[config.mk]
export PLATFORM = sky130hd
export DESIGN_NAME = acq_sram_writer
export DESIGN_NICKNAME = d
export VERILOG_FILES = /design/src/rtl/acq_sram_writer.sv
export SDC_FILE = /design/constraint.sdc
export NUM_CORES = 1
export LEC_CHECK = 0
export CAP_MARGIN = 40
export CORE_MARGIN = 2
export CORE_UTILIZATION = 56
export CTS_CLUSTER_DIAMETER = 60
export DETAILED_ROUTE_END_ITERATION = 10
export PLACE_DENSITY_LB_ADDON = 0.25
export SYNTH_ARGS = -nofsm -noshare
export SYNTH_HDL_FRONTEND = slang
export SYNTH_SLANG_ARGS = --single-unit
[constraint.sdc]
create_clock -name CLOCK -period 5.9 [get_ports CLOCK]
set_input_delay 1.18 -clock CLOCK [delete_from_list [all_inputs] [get_ports CLOCK]]
set_output_delay 1.18 -clock CLOCK [all_outputs]
set_load 0.05 [all_outputs]
[src/rtl/acq_sram_writer.sv]
// Acquisition SRAM writer: queues timing bytes from the disc reader in a small FIFO and
// stores them at consecutive SRAM addresses using a multi-cycle write strobe.
module acq_sram_writer #(
    parameter int unsigned ADDR_WIDTH = 19,
    parameter int unsigned FIFO_DEPTH = 4,
    parameter int unsigned WE_CYCLES  = 2
) (
    input  logic                  CLOCK,
    input  logic                  RESET,
    input  logic                  ENABLE,
    input  logic [7:0]            DATA_IN,
    input  logic                  WRITE_IN,
    input  logic                  ADDR_LOAD,
    input  logic [ADDR_WIDTH-1:0] ADDR_LOAD_VAL,
    output logic [ADDR_WIDTH-1:0] SRAM_A,
    output logic [7:0]            SRAM_DQ_OUT,
    output logic                  SRAM_DQ_OE,
    output logic                  SRAM_WE_N,
    output logic [ADDR_WIDTH-1:0] ADDR,
    output logic                  BUSY,
    output logic                  FULL,
    output logic                  OVERRUN
);

    localparam int unsigned PtrW = $clog2(FIFO_DEPTH);
    localparam int unsigned CntW = PtrW + 1;
    localparam int unsigned WcW  = $clog2(WE_CYCLES + 1);

    typedef enum logic [1:0] {StIdle, StSetup, StStrobe, StHold} state_e;

    state_e                state_q, state_d;
    logic [WcW-1:0]        strobe_cnt_q, strobe_cnt_d;
    logic [ADDR_WIDTH-1:0] addr_q, addr_d;
    logic                  full_q, full_d;
    logic                  overrun_q, overrun_d;

    logic [7:0]            fifo_mem [FIFO_DEPTH];
    logic [PtrW-1:0]       wr_ptr_q, wr_ptr_d;
    logic [PtrW-1:0]       rd_ptr_q, rd_ptr_d;
    logic [CntW-1:0]       count_q, count_d;

    logic [ADDR_WIDTH-1:0] sram_a_q, sram_a_d;
    logic [7:0]            sram_dq_q, sram_dq_d;
    logic                  sram_oe_q, sram_oe_d;
    logic                  sram_we_n_q, sram_we_n_d;

    logic                  fifo_empty, fifo_full;
    logic                  push_req, push_ok, pop, at_top, flush, busy;
    logic [7:0]            head_next;

    assign fifo_empty = (count_q == '0);
    assign fifo_full  = (count_q == CntW'(FIFO_DEPTH));
    assign push_req   = WRITE_IN && ENABLE && !full_q;
    assign pop        = (state_q == StHold);
    // A full FIFO still takes a byte when the head leaves in the same cycle.
    assign push_ok    = push_req && (!fifo_full || pop);
    assign at_top     = (addr_q == '1);
    assign flush      = pop && at_top;
    assign busy       = !fifo_empty || (state_q != StIdle);

    // FIFO pointer and count update, including the flush once memory is full
    always_comb begin
        wr_ptr_d = wr_ptr_q;
        rd_ptr_d = rd_ptr_q;
        count_d  = count_q;
        if (push_ok) begin
            wr_ptr_d = wr_ptr_q + PtrW'(1);
        end
        if (flush) begin
            rd_ptr_d = wr_ptr_d;
            count_d  = '0;
        end else begin
            if (pop) begin
                rd_ptr_d = rd_ptr_q + PtrW'(1);
            end
            if (push_ok && !pop) begin
                count_d = count_q + CntW'(1);
            end else if (!push_ok && pop) begin
                count_d = count_q - CntW'(1);
            end
        end
    end

    // Head byte after this edge; bypass DATA_IN when the new head is the byte being pushed now
    always_comb begin
        head_next = fifo_mem[rd_ptr_d];
        if (push_ok && (rd_ptr_d == wr_ptr_q)) begin
            head_next = DATA_IN;
        end
    end

    // Write state machine, address counter, sticky flags and SRAM output next-state
    always_comb begin
        state_d      = state_q;
        strobe_cnt_d = strobe_cnt_q;
        addr_d       = addr_q;
        full_d       = full_q;
        overrun_d    = overrun_q;
        unique case (state_q)
            StIdle: begin
                if (!fifo_empty && !full_q) begin
                    state_d = StSetup;
                end
            end
            StSetup: begin
                state_d      = StStrobe;
                strobe_cnt_d = '0;
            end
            StStrobe: begin
                if (strobe_cnt_q == WcW'(WE_CYCLES - 1)) begin
                    state_d = StHold;
                end else begin
                    strobe_cnt_d = strobe_cnt_q + WcW'(1);
                end
            end
            StHold: begin
                if (at_top) begin
                    full_d  = 1'b1;
                    state_d = StIdle;
                end else begin
                    addr_d  = addr_q + ADDR_WIDTH'(1);
                    state_d = (count_d != '0) ? StSetup : StIdle;
                end
            end
            default: state_d = StIdle;
        endcase

        if (push_req && fifo_full && !pop) begin
            overrun_d = 1'b1;
        end
        if (ADDR_LOAD && !busy && !ENABLE) begin
            addr_d    = ADDR_LOAD_VAL;
            full_d    = 1'b0;
            overrun_d = 1'b0;
        end

        // Address and data are captured on entry to SETUP and held until the next SETUP
        sram_a_d  = sram_a_q;
        sram_dq_d = sram_dq_q;
        if (state_d == StSetup) begin
            sram_a_d  = addr_d;
            sram_dq_d = head_next;
        end
        sram_we_n_d = (state_d != StStrobe);
        sram_oe_d   = (state_d != StIdle);
    end

    // State, counters, flags and registered SRAM outputs
    always_ff @(posedge CLOCK or posedge RESET) begin
        if (RESET) begin
            state_q      <= StIdle;
            strobe_cnt_q <= '0;
            addr_q       <= '0;
            full_q       <= 1'b0;
            overrun_q    <= 1'b0;
            wr_ptr_q     <= '0;
            rd_ptr_q     <= '0;
            count_q      <= '0;
            sram_a_q     <= '0;
            sram_dq_q    <= '0;
            sram_oe_q    <= 1'b0;
            sram_we_n_q  <= 1'b1;
        end else begin
            state_q      <= state_d;
            strobe_cnt_q <= strobe_cnt_d;
            addr_q       <= addr_d;
            full_q       <= full_d;
            overrun_q    <= overrun_d;
            wr_ptr_q     <= wr_ptr_d;
            rd_ptr_q     <= rd_ptr_d;
            count_q      <= count_d;
            sram_a_q     <= sram_a_d;
            sram_dq_q    <= sram_dq_d;
            sram_oe_q    <= sram_oe_d;
            sram_we_n_q  <= sram_we_n_d;
        end
    end

    // FIFO storage; contents need no reset because the count governs validity
    always_ff @(posedge CLOCK) begin
        if (push_ok) begin
            fifo_mem[wr_ptr_q] <= DATA_IN;
        end
    end

    assign SRAM_A      = sram_a_q;
    assign SRAM_DQ_OUT = sram_dq_q;
    assign SRAM_DQ_OE  = sram_oe_q;
    assign SRAM_WE_N   = sram_we_n_q;
    assign ADDR        = addr_q;
    assign BUSY        = busy;
    assign FULL        = full_q;
    assign OVERRUN     = overrun_q;

endmodule

After elaboration in Yosys (flattened, before gate mapping)
Memories as Yosys holds them, arrays and structs flattened. A register that Yosys moved wholly into a read port is not among the register bits.
Index checks and enable logic that the tools add are counted.
W data, S select, Z words.
- add/sub/neg operators: 6
- multipliers: 0
- divide/modulo/power cells: 0
- order comparisons: 0
- eq/ne operators: 9
- shift operators: 0
- multiplexer cells: 23
- bitwise logic cells: 0
- reductions and logical operators: 31
- operators with widths (cell ; count):
    $mux W19 ; 3
    $add A19 B1 Y19 const B ; 1
    $eq A19 B19 Y1 const B ; 1
    $mux W2 ; 6
    $reduce_bool A2 Y1 ; 6
    $logic_and A1 B1 Y1 ; 11
    $mux W1 ; 9
    $mux W3 ; 3
    $pmux W2 S4 ; 1
    $logic_not A1 Y1 ; 7
    $add A2 B1 Y2 const B ; 3
    $eq A2 B1 Y1 const B ; 3
    $eq A2 B2 Y1 const B ; 2
    $ne A2 B2 Y1 const B ; 2
    $pmux W2 S2 ; 1
    $reduce_and A2 Y1 ; 2
    $add A3 B1 Y3 const B ; 1
    $eq A3 B3 Y1 const B ; 1
    $logic_not A3 Y1 ; 1
    $reduce_bool A3 Y1 ; 1
    $sub A3 B1 Y3 const B ; 1
    $logic_not A2 Y1 ; 1
    $logic_or A1 B1 Y1 ; 2
- register bits after elaboration: 53
- latch bits: 0
- bits in writable memories: 32
- memory bits (read-only): 0
- input bits: 32
- output and inout port bits: 51
- word-level logic and storage cells: 81
- memories kept: 1
- memory list (memory ; depth ; width ; read ports ; clocked after Yosys merged registers in ; write ports ; RTL line ; text):
    fifo_mem ; 4 ; 8 ; 1 ; 1 ; 1 ; 37 ; logic [7:0] fifo_mem [FIFO_DEPTH];

Logic depth before layout (Yosys ltp)
- depth after elaboration: 14
- depth in mapped cells: 11
- mapped depth without buffers: 10

Worst setup path before layout
OpenSTA, ideal clock, no wires.
- path kind: input to register
- from: input WRITE_IN
- to: register sram_a_q[0], in the netlist SRAM_A[0]
- library setup time: 128 ps
- arrival time: 2935 ps
- required time: 5772 ps
- path slack: 2837 ps
- cell stages on the path: 9
- path buffers: 2
- cells stage by stage: and3b_1 -> buf_2 -> nand2_1 -> a221o_1 -> nand3_1 -> a31oi_2 -> o21ai_4 -> buf_6 -> mux2_1
- cells in the longest elaborated chain, start to end: 13
- elaborated cells between the ends (all ways): 14
- classes of those cells: 1 x eq/ne; 6 x mux; 7 x reduce/logical
- RTL lines (element ; RTL line ; text):
    start: declaration ; 12 ; input logic WRITE_IN,
    $logic_and A1 B1 Y1 * (2 in series) ; 53 ; assign push_req = WRITE_IN && ENABLE && !full_q;
    $logic_and A1 B1 Y1 * ; 56 ; assign push_ok = push_req && (!fifo_full || pop);
    $logic_not A1 Y1 ; 78 ; end else if (!push_ok && pop) begin
    $logic_and A1 B1 Y1 ; 78 ;
    $mux W3 ; 78 ;
    $mux W3 * ; 76 ; if (push_ok && !pop) begin
    $mux W3 * ; 69 ; if (flush) begin
    $reduce_bool A3 Y1 * ; 122 ; state_d = (count_d != '0) ? StSetup : StIdle;
    $mux W1 * ; 122 ;
    $mux W1 * ; 117 ; if (at_top) begin
    $pmux W2 S4 * ; 99 ; unique case (state_q)
    $eq A2 B1 Y1 * ; 140 ; if (state_d == StSetup) begin
    end signal: assignment ; 172 ; sram_a_q <= sram_a_d;
    end: declaration ; 42 ; logic [ADDR_WIDTH-1:0] sram_a_q, sram_a_d;
Every way passes the cells marked *; elsewhere a longest branch is shown, timed or not.
A chain may end at the register's enable or synchronous reset.

Worst setup path after layout
- from: input ENABLE
- to: register sram_a_q[4], in the netlist SRAM_A[4]
- cells in the longest elaborated chain, start to end: 13
- elaborated cells between the ends (all ways): 17
- classes of those cells: 1 x eq/ne; 7 x mux; 9 x reduce/logical
- RTL lines (element ; RTL line ; text):
    start: declaration ; 10 ; input logic ENABLE,
    $logic_and A1 B1 Y1 (2 in series) ; 53 ;
    $logic_and A1 B1 Y1 ; 56 ;
    $logic_not A1 Y1 ; 78 ;
    $logic_and A1 B1 Y1 ; 78 ;
    $mux W3 ; 78 ;
    $mux W3 ; 76 ;
    $mux W3 ; 69 ;
    $reduce_bool A3 Y1 ; 122 ;
    $mux W1 ; 122 ;
    $mux W1 ; 117 ;
    $pmux W2 S4 ; 99 ;
    $eq A2 B1 Y1 ; 140 ;
Several ways; a longest one is shown, not always the timed one.

==> flow_metrics.env <==
export IMPL_postCtsSetupRepairBufs=0
export IMPL_cp_end_kind="register"
export IMPL_wire_per_inst_um=17.6
export IMPL_ios=83
export IMPL_grtUsageMet1_pct=33.4
export IMPL_netlist_instances=403
export IMPL_cap_violations=0
export IMPL_core_area_mm2=0.00777
export IMPL_grt_pass1_wl_um=16800
export IMPL_clockBufferDepth=2
export IMPL_die_y_um=93.7
export IMPL_timing_rr_start="state_q[0]"
export IMPL_synthFlopType="dfrtp_1"
export IMPL_critical_path_max_stage_delay_ns=0.53
export IMPL_grt_pass1_vias=3340
export IMPL_final_antenna_net_count=0
export IMPL_initial_utilization_pct=58.1
export IMPL_grtUsageMet2_pct=40.5
export IMPL_finClkSkew_ns=0.0112
export IMPL_drt_iter0_markers=225
export IMPL_min_from="SRAM_A[7]"
export IMPL_syn_to_final_growth_pct=25.4
export IMPL_synth_mux_area_share_pct=7.44
export IMPL_cp_data_arrival_time_ns=3.90
export IMPL_tightest_slew_ns=0.776
export IMPL_synth_xor_area_share_pct=3.88
export IMPL_synth_lib_cells_used_distinct=48
export IMPL_dr_pass1_iters=5
export IMPL_nets=530
export IMPL_die_w_um=93.7
export IMPL_ys_ff_latch=93
export IMPL_cts_sinks=93
export IMPL_dieArea_mm2=0.00879
export IMPL_relSlewSlack_pct=48.1
export IMPL_gp_congestion=0.827
export IMPL_rsz0062_at_grt="false"
export IMPL_final_hold_viol_count=0
export IMPL_drc=0
export IMPL_synth_fp_nets=448
export IMPL_synth_enable_flop_cells=32
export IMPL_syn_cell_area_mm2=0.00451
export IMPL_finalCritPeriodShare_pct=61.9
export IMPL_critical_path_cell_chain="clkdlybuf4s50_1 -> and3b_1 -> nand2_1 -> a221o_1 -> nand3_1 -> a31oi_2 -> o21ai_4 -> buf_16 -> mux2_2"
export IMPL_critPathTopFamily="compound AO/OA/AOI/OAI gates"
export IMPL_cts_tree="built"
export IMPL_insertion_delay_ns=0.37
export IMPL_synth_top_family_by_area="simple AND/OR/NAND/NOR gates"
export IMPL_cts_buffers=9
export IMPL_yosysSeqAreaShare_pct=55.2
export IMPL_viasPerCell=5.81
export IMPL_crit_buf_inv=2
export IMPL_grt_busiest_layer="met2"
export IMPL_wirelength_um=10400
export IMPL_grt_use_met3_pct=5.30
export IMPL_clockRootBuffer="clkbuf_8"
export IMPL_antenna_found_initial=0
export IMPL_yosysWarningCount=0
export IMPL_path_clk_slew_ns=0.09
export IMPL_grt_use_total_pct=24.9
export IMPL_drive_gt1_share_pct=9.80
export IMPL_place_area_mm2=0.00543
export IMPL_antenna_cells=0
export IMPL_async_reset_ff_share_pct=65.6
export IMPL_synth_fa_ha_area_share_pct=3.61
export IMPL_period_minus_slack_ns=3.65
export IMPL_postLayoutCellArea_mm2=0.00565
export IMPL_final_util_pct=72.8
export IMPL_hpwlAfterDp_um=7260
export IMPL_critical_path_slowest_cell="clkdlybuf4s50_1"
export IMPL_synth_compound_area_share_pct=10.1
export IMPL_crit_fanout=19
export IMPL_cts_hold_buf=0
export IMPL_worstPathRequired_ns=6.15
export IMPL_grt_max_degree=62
export IMPL_port_buffers=82
export IMPL_outcome="complete, no violations"
export IMPL_rows=32
export IMPL_critPathLaunch="ENABLE"
export IMPL_maxSlewViolCount=0
export IMPL_synth_simple_area_share_pct=15.9
export IMPL_grt_overflow=0
export IMPL_ctsResizeCount=0
export IMPL_via_count=3441
export IMPL_avgSynthCellArea_um2=11.2
export IMPL_htree_levels=3
export IMPL_crit_type="input pin to register"
export IMPL_setup_violations_final=0
export IMPL_fmax_ghz=0.274
export IMPL_fin_tns_setup_ns=0
export IMPL_cp_start_kind="input pin"
export IMPL_hold_path_class="register to register"
through the flow:
| step | cells | hold slack (ns) | worst slack, ns |
|---|---|---|---|
| 2_1_floorplan | 403 | 0.468 | 2.84 |
| 3_3_place_gp | 574 | 0.491 | 1.72 |
| 3_5_place_dp | 576 | 0.491 | 1.89 |
| 4_1_cts | 592 | 0.511 | 2.26 |
| 5_1_grt | 592 | 0.546 | 2.15 |
| 6_report | 592 | 0.509 | 2.25 |
worst paths after layout:
check | slack [ns] | cells past startpoint | to
max | 2.25 | 9 | SRAM_A[4]
min | 0.51 | 1 | SRAM_A[7]
max reg2reg | 2.79 | 9 | SRAM_A[4]
min reg2reg | 0.51 | 1 | SRAM_A[7]
max in group asynchronous | 4.06 | 3 | ADDR[6]
min in group asynchronous | 1.34 | 3 | SRAM_DQ_OE
cells by family after synthesis:
| family | Yosys count |
|---|---|
| DFF | 93 |
| and+or+nand+nor | 135 |
| xor gates and xnor gates | 20 |
| adders and majority gates | 13 |
| buffers and inverters | 39 |
| muxes | 31 |
| AOI/OAI and AO/OA | 72 |
flip-flops by register name (all words and copies together) (netlist names):
name,count
fifo_mem,32
ADDR,19
SRAM_A,19
SRAM_DQ_OUT,8
count_q,3
rd_ptr_q,2
state_q,2
strobe_cnt_q,2
wr_ptr_q,2
FULL,1
OVERRUN,1
SRAM_DQ_OE,1
SRAM_WE_N,1
layer usage:
layer / part of all wire (%) / vias up
li1: - / 1608
met1: 43 / 1696
met2: 49 / 123
met3: 6.7 / 14
met4: 1.5 / 0
met5: 0 / -
cells in the final DEF (no fill, tap or decap), drive strengths merged, types with 2 or more instances in the layout:
| cell type | n |
|---|---|
| nand3b | 3 |
| nand2b | 4 |
| mux2 | 20 |
| inv | 24 |
| and3b | 2 |
| edfxtp | 32 |
| buf | 4 |
| nor4 | 2 |
| xor2 | 14 |
| mux2i | 11 |
| o21ai | 40 |
| and3 | 8 |
| a31oi | 12 |
| and4 | 2 |
| nand3 | 49 |
| clkdlybuf4s50 | 82 |
| nor2b | 2 |
| bufinv | 2 |
| nor3 | 3 |
| nand4 | 8 |
| clkbuf | 10 |
| ha | 13 |
| xnor2 | 6 |
| nor2 | 12 |
| dfrtp | 60 |
| a21oi | 4 |
| a21boi | 9 |
| nand2 | 35 |
| clkinv | 4 |
| o21a | 2 |
worst register-to-register path, cell delays in order (launching register included):
cell	delay, ns
dfrtp_1	0.40
ha_1	0.54
nand3b_1	0.31
nand2_1	0.16
a221o_1	0.38
nand3_1	0.10
a31oi_2	0.13
o21ai_4	0.40
buf_16	0.23
mux2_2	0.36
final cells by class:
class                           count  area, um^2
Timing Repair Buffer               86         871
Fill cell                         577        2110
Clock inverter                      6        95.1
Inverter                           24        90.1
Tap cell                          102         128
Sequential cell                    93        2490
Multi-Input combinational cell    271        1850
Clock buffer                       10         128
cells in the mapped netlist, types with 11 or more instances:
cell | number | area share (%)
a31oi_1 | 11 | 1.5
dfrtp_1 | 60 | 33
edfxtp_1 | 32 | 21
ha_1 | 13 | 3.6
inv_1 | 23 | 1.9
mux2_2 | 18 | 4.5
mux2i_1 | 11 | 2.4
nand2_1 | 35 | 2.9
nand3_1 | 49 | 5.4
nor2_1 | 12 | 1.0
o21ai_0 | 25 | 2.8
o21ai_1 | 12 | 1.3
xor2_1 | 14 | 2.7
Power is left out: the tool's default activity adds up to more than one toggle a clock period on the data nets, which glitch-free logic cannot reach.
==> variant, RTL diff (config.mk and constraints unchanged) <==
The parameter `WE_CYCLES` goes from 2 to 1.
--- a/src/rtl/acq_sram_writer.sv
+++ b/src/rtl/acq_sram_writer.sv
@@ -4,5 +4,5 @@
     parameter int unsigned ADDR_WIDTH = 19,
     parameter int unsigned FIFO_DEPTH = 4,
-    parameter int unsigned WE_CYCLES  = 2
+    parameter int unsigned WE_CYCLES  = 1
 ) (
     input  logic                  CLOCK,
Formal check against the unedited RTL: not equivalent (a bounded check fails within 10 cycles, from zero or initial values and one cycle with RESET high).
==> variant against the original RTL <==
- register-to-register slack got worse by 0.26 ns
- synthesized area fell by 0.50%
- setup slack improved by 0.060 ns
- count of clock-buffer cells in the layout unchanged
- routed wire length grew 4.1%
- fmax up 1.7%
- first-iteration DRC count grew 43%
- sequential cell count shrank 2
- cell area decreased by 0.75%
==> variant: results (changes against the original RTL) <==
Post-CTS Setup Bufs - 0 (unchanged)
Pint - 1.87 mW
Ys flop type - dfrtp_1 (unchanged)
Worst hold slack - 0.512 ns (was 0.509 ns)
Post-DP HPWL - 7740 um (was 7260 um)
DRT iter0 DRCs - 322 (was 225)
Mapped Nets - 452 (was 448)
Final nets - 532 (was 530)
Seq/Total Area, Yosys - 54.4% (was 55.2%)
FFs w/ async S/R, synth - 64.8% (was 65.6%)
GRT Resource Usage Total - 26.0% (was 24.9%)
Flop2flop setup slack - 2.53 ns (was 2.79 ns)
Max_slew headroom - 43.3% (was 48.1%)
Met2 routed WL - 5320 um (was 5140 um)
Crit path DAT - 3.83 ns (was 3.90 ns)
Crit-path slowest cell - clkdlybuf4s50_1 (unchanged)
Synthesis Warnings - 0 (unchanged)
Top cells by count, synth - 58 x dfrtp_1, 40 x nand2_1, 32 x edfxtp_1 (was 60 x dfrtp_1, 49 x nand3_1, 35 x nand2_1)
Placed Instances - 580 (was 576)
Via count - 3,569 (was 3,441)
Global-route wire length before repair - 17,600 um (was 16,800 um)
CTS H-Tree Depth - 3 (unchanged)
Post-Route M1 WL - 4670 um (was 4440 um)
Synth unique cells - 54 (was 48)
Highest routed metal layer - met4 (unchanged)
Number of synthesized flops with an enable pin - 32 (unchanged)
WL/cell - 18.2 um (was 17.6 um)
Bufs on Longest Clock Path - 2 (unchanged)
Gp weighted congestion - 0.893 (was 0.827)
Mapped Cells - 409 (was 403)
Lkg Pwr - 2.08 nW
Worst R2R Path Depth - 8 (was 9)
Fill cells - 534 (was 577)
Num CTS Buffers - 9 (unchanged)
Initial antenna violation count - 0 (unchanged)
Clk root buf - clkbuf_8 (unchanged)
Ratio of cells with drive above 1 in the final layout - 10.1% (was 9.80%)
Worst Clk Skew - 0.0125 ns (was 0.0112 ns)
CP peak stage delay - 0.55 ns (was 0.53 ns)
Antenna Cells - 0 (unchanged)
Via density - 5.99 (was 5.81)
Port bufs - 82 (unchanged)
Hold depth - 1 (unchanged)
Largest Register - fifo_mem (unchanged)
Post-CTS resize count - 0 (unchanged)
Max Fanout on Critical Path - 11 (was 19)
Top cells by area, synth - dfrtp_1 32%, edfxtp_1 21%, mux2_2 5.0% (was dfrtp_1 33%, edfxtp_1 21%, nand3_1 5.4%)
Run status - completed (unchanged)
Met3 wire length - 654 um (was 697 um)
Largest net degree at the start of global routing - 60 (was 62)
Worst VDD drop - 0.000403 V
Clk Latency, worst-skew pair - 0.36 ns
==> variant: changes by cell type after synthesis, moves of 6 or more <==
| cell | change |
|---|---|
| nand3_1 | -38 |
| a21boi_0 | +8 |
| or3_1 | +6 |
| o21ai_1 | -11 |
| o211ai_1 | +11 |
| nand4_1 | +6 |
| xor2_1 | -6 |
| mux2i_1 | -10 |
| nor2_1 | +14 |
==> variant: final cells by class <==
class	instances	area [um^2]	share of cell area [%]
inverters	20	75.1	1.34
clock buffers	10	128	2.27
clock inverters	6	96.3	1.72
repair buffers	86	858	15.3
well taps	102	128	2.27
multi-input cells	281	1890	33.6
flip-flops and latches	91	2440	43.5
==> variant: logic make-up (layout without fill, tap and decap cells) <==
logic type	count (synthesis)	count (layout)	share of synthesized area (%)
AO/OA/AOI/OAI	100	100	15.0
XOR/XNOR	19	19	3.71
adder cells (fa/ha/maj)	11	11	3.07
buffers and inverters	37	122	3.71
flip-flops	91	91	54.4
multiplexers	21	21	5.24
AND/OR/NAND/NOR	130	130	14.9
==> variant: final timing paths <==
check                      startpoint             end
setup / recovery               ENABLE  SRAM_DQ_OUT[0]
hold / removal             SRAM_A[12]      SRAM_A[12]
setup reg to reg           state_q[0]  SRAM_DQ_OUT[2]
hold reg to reg            SRAM_A[12]      SRAM_A[12]
max in group asynchronous       RESET         ADDR[8]
min in group asynchronous       RESET         ADDR[5]
==> variant: metal layers <==
layer  global-route usage [%]  up-vias
li1                         -     1657
met1                     37.1     1737
met2                     41.4      151
met3                     3.46       24
met4                     8.58        0
met5                        0        -
==> variant: per-stage QoR <==
stage               total power, mW  cell area (um^2)  setup WS [ns]
floorplan                      2.46              4490           2.94
global placement               3.03              5370           1.79
detailed placement             3.11              5390           1.95
CTS                            3.59              5610           2.33
global route                   3.78              5610           1.91
finish                         3.60              5610           2.30
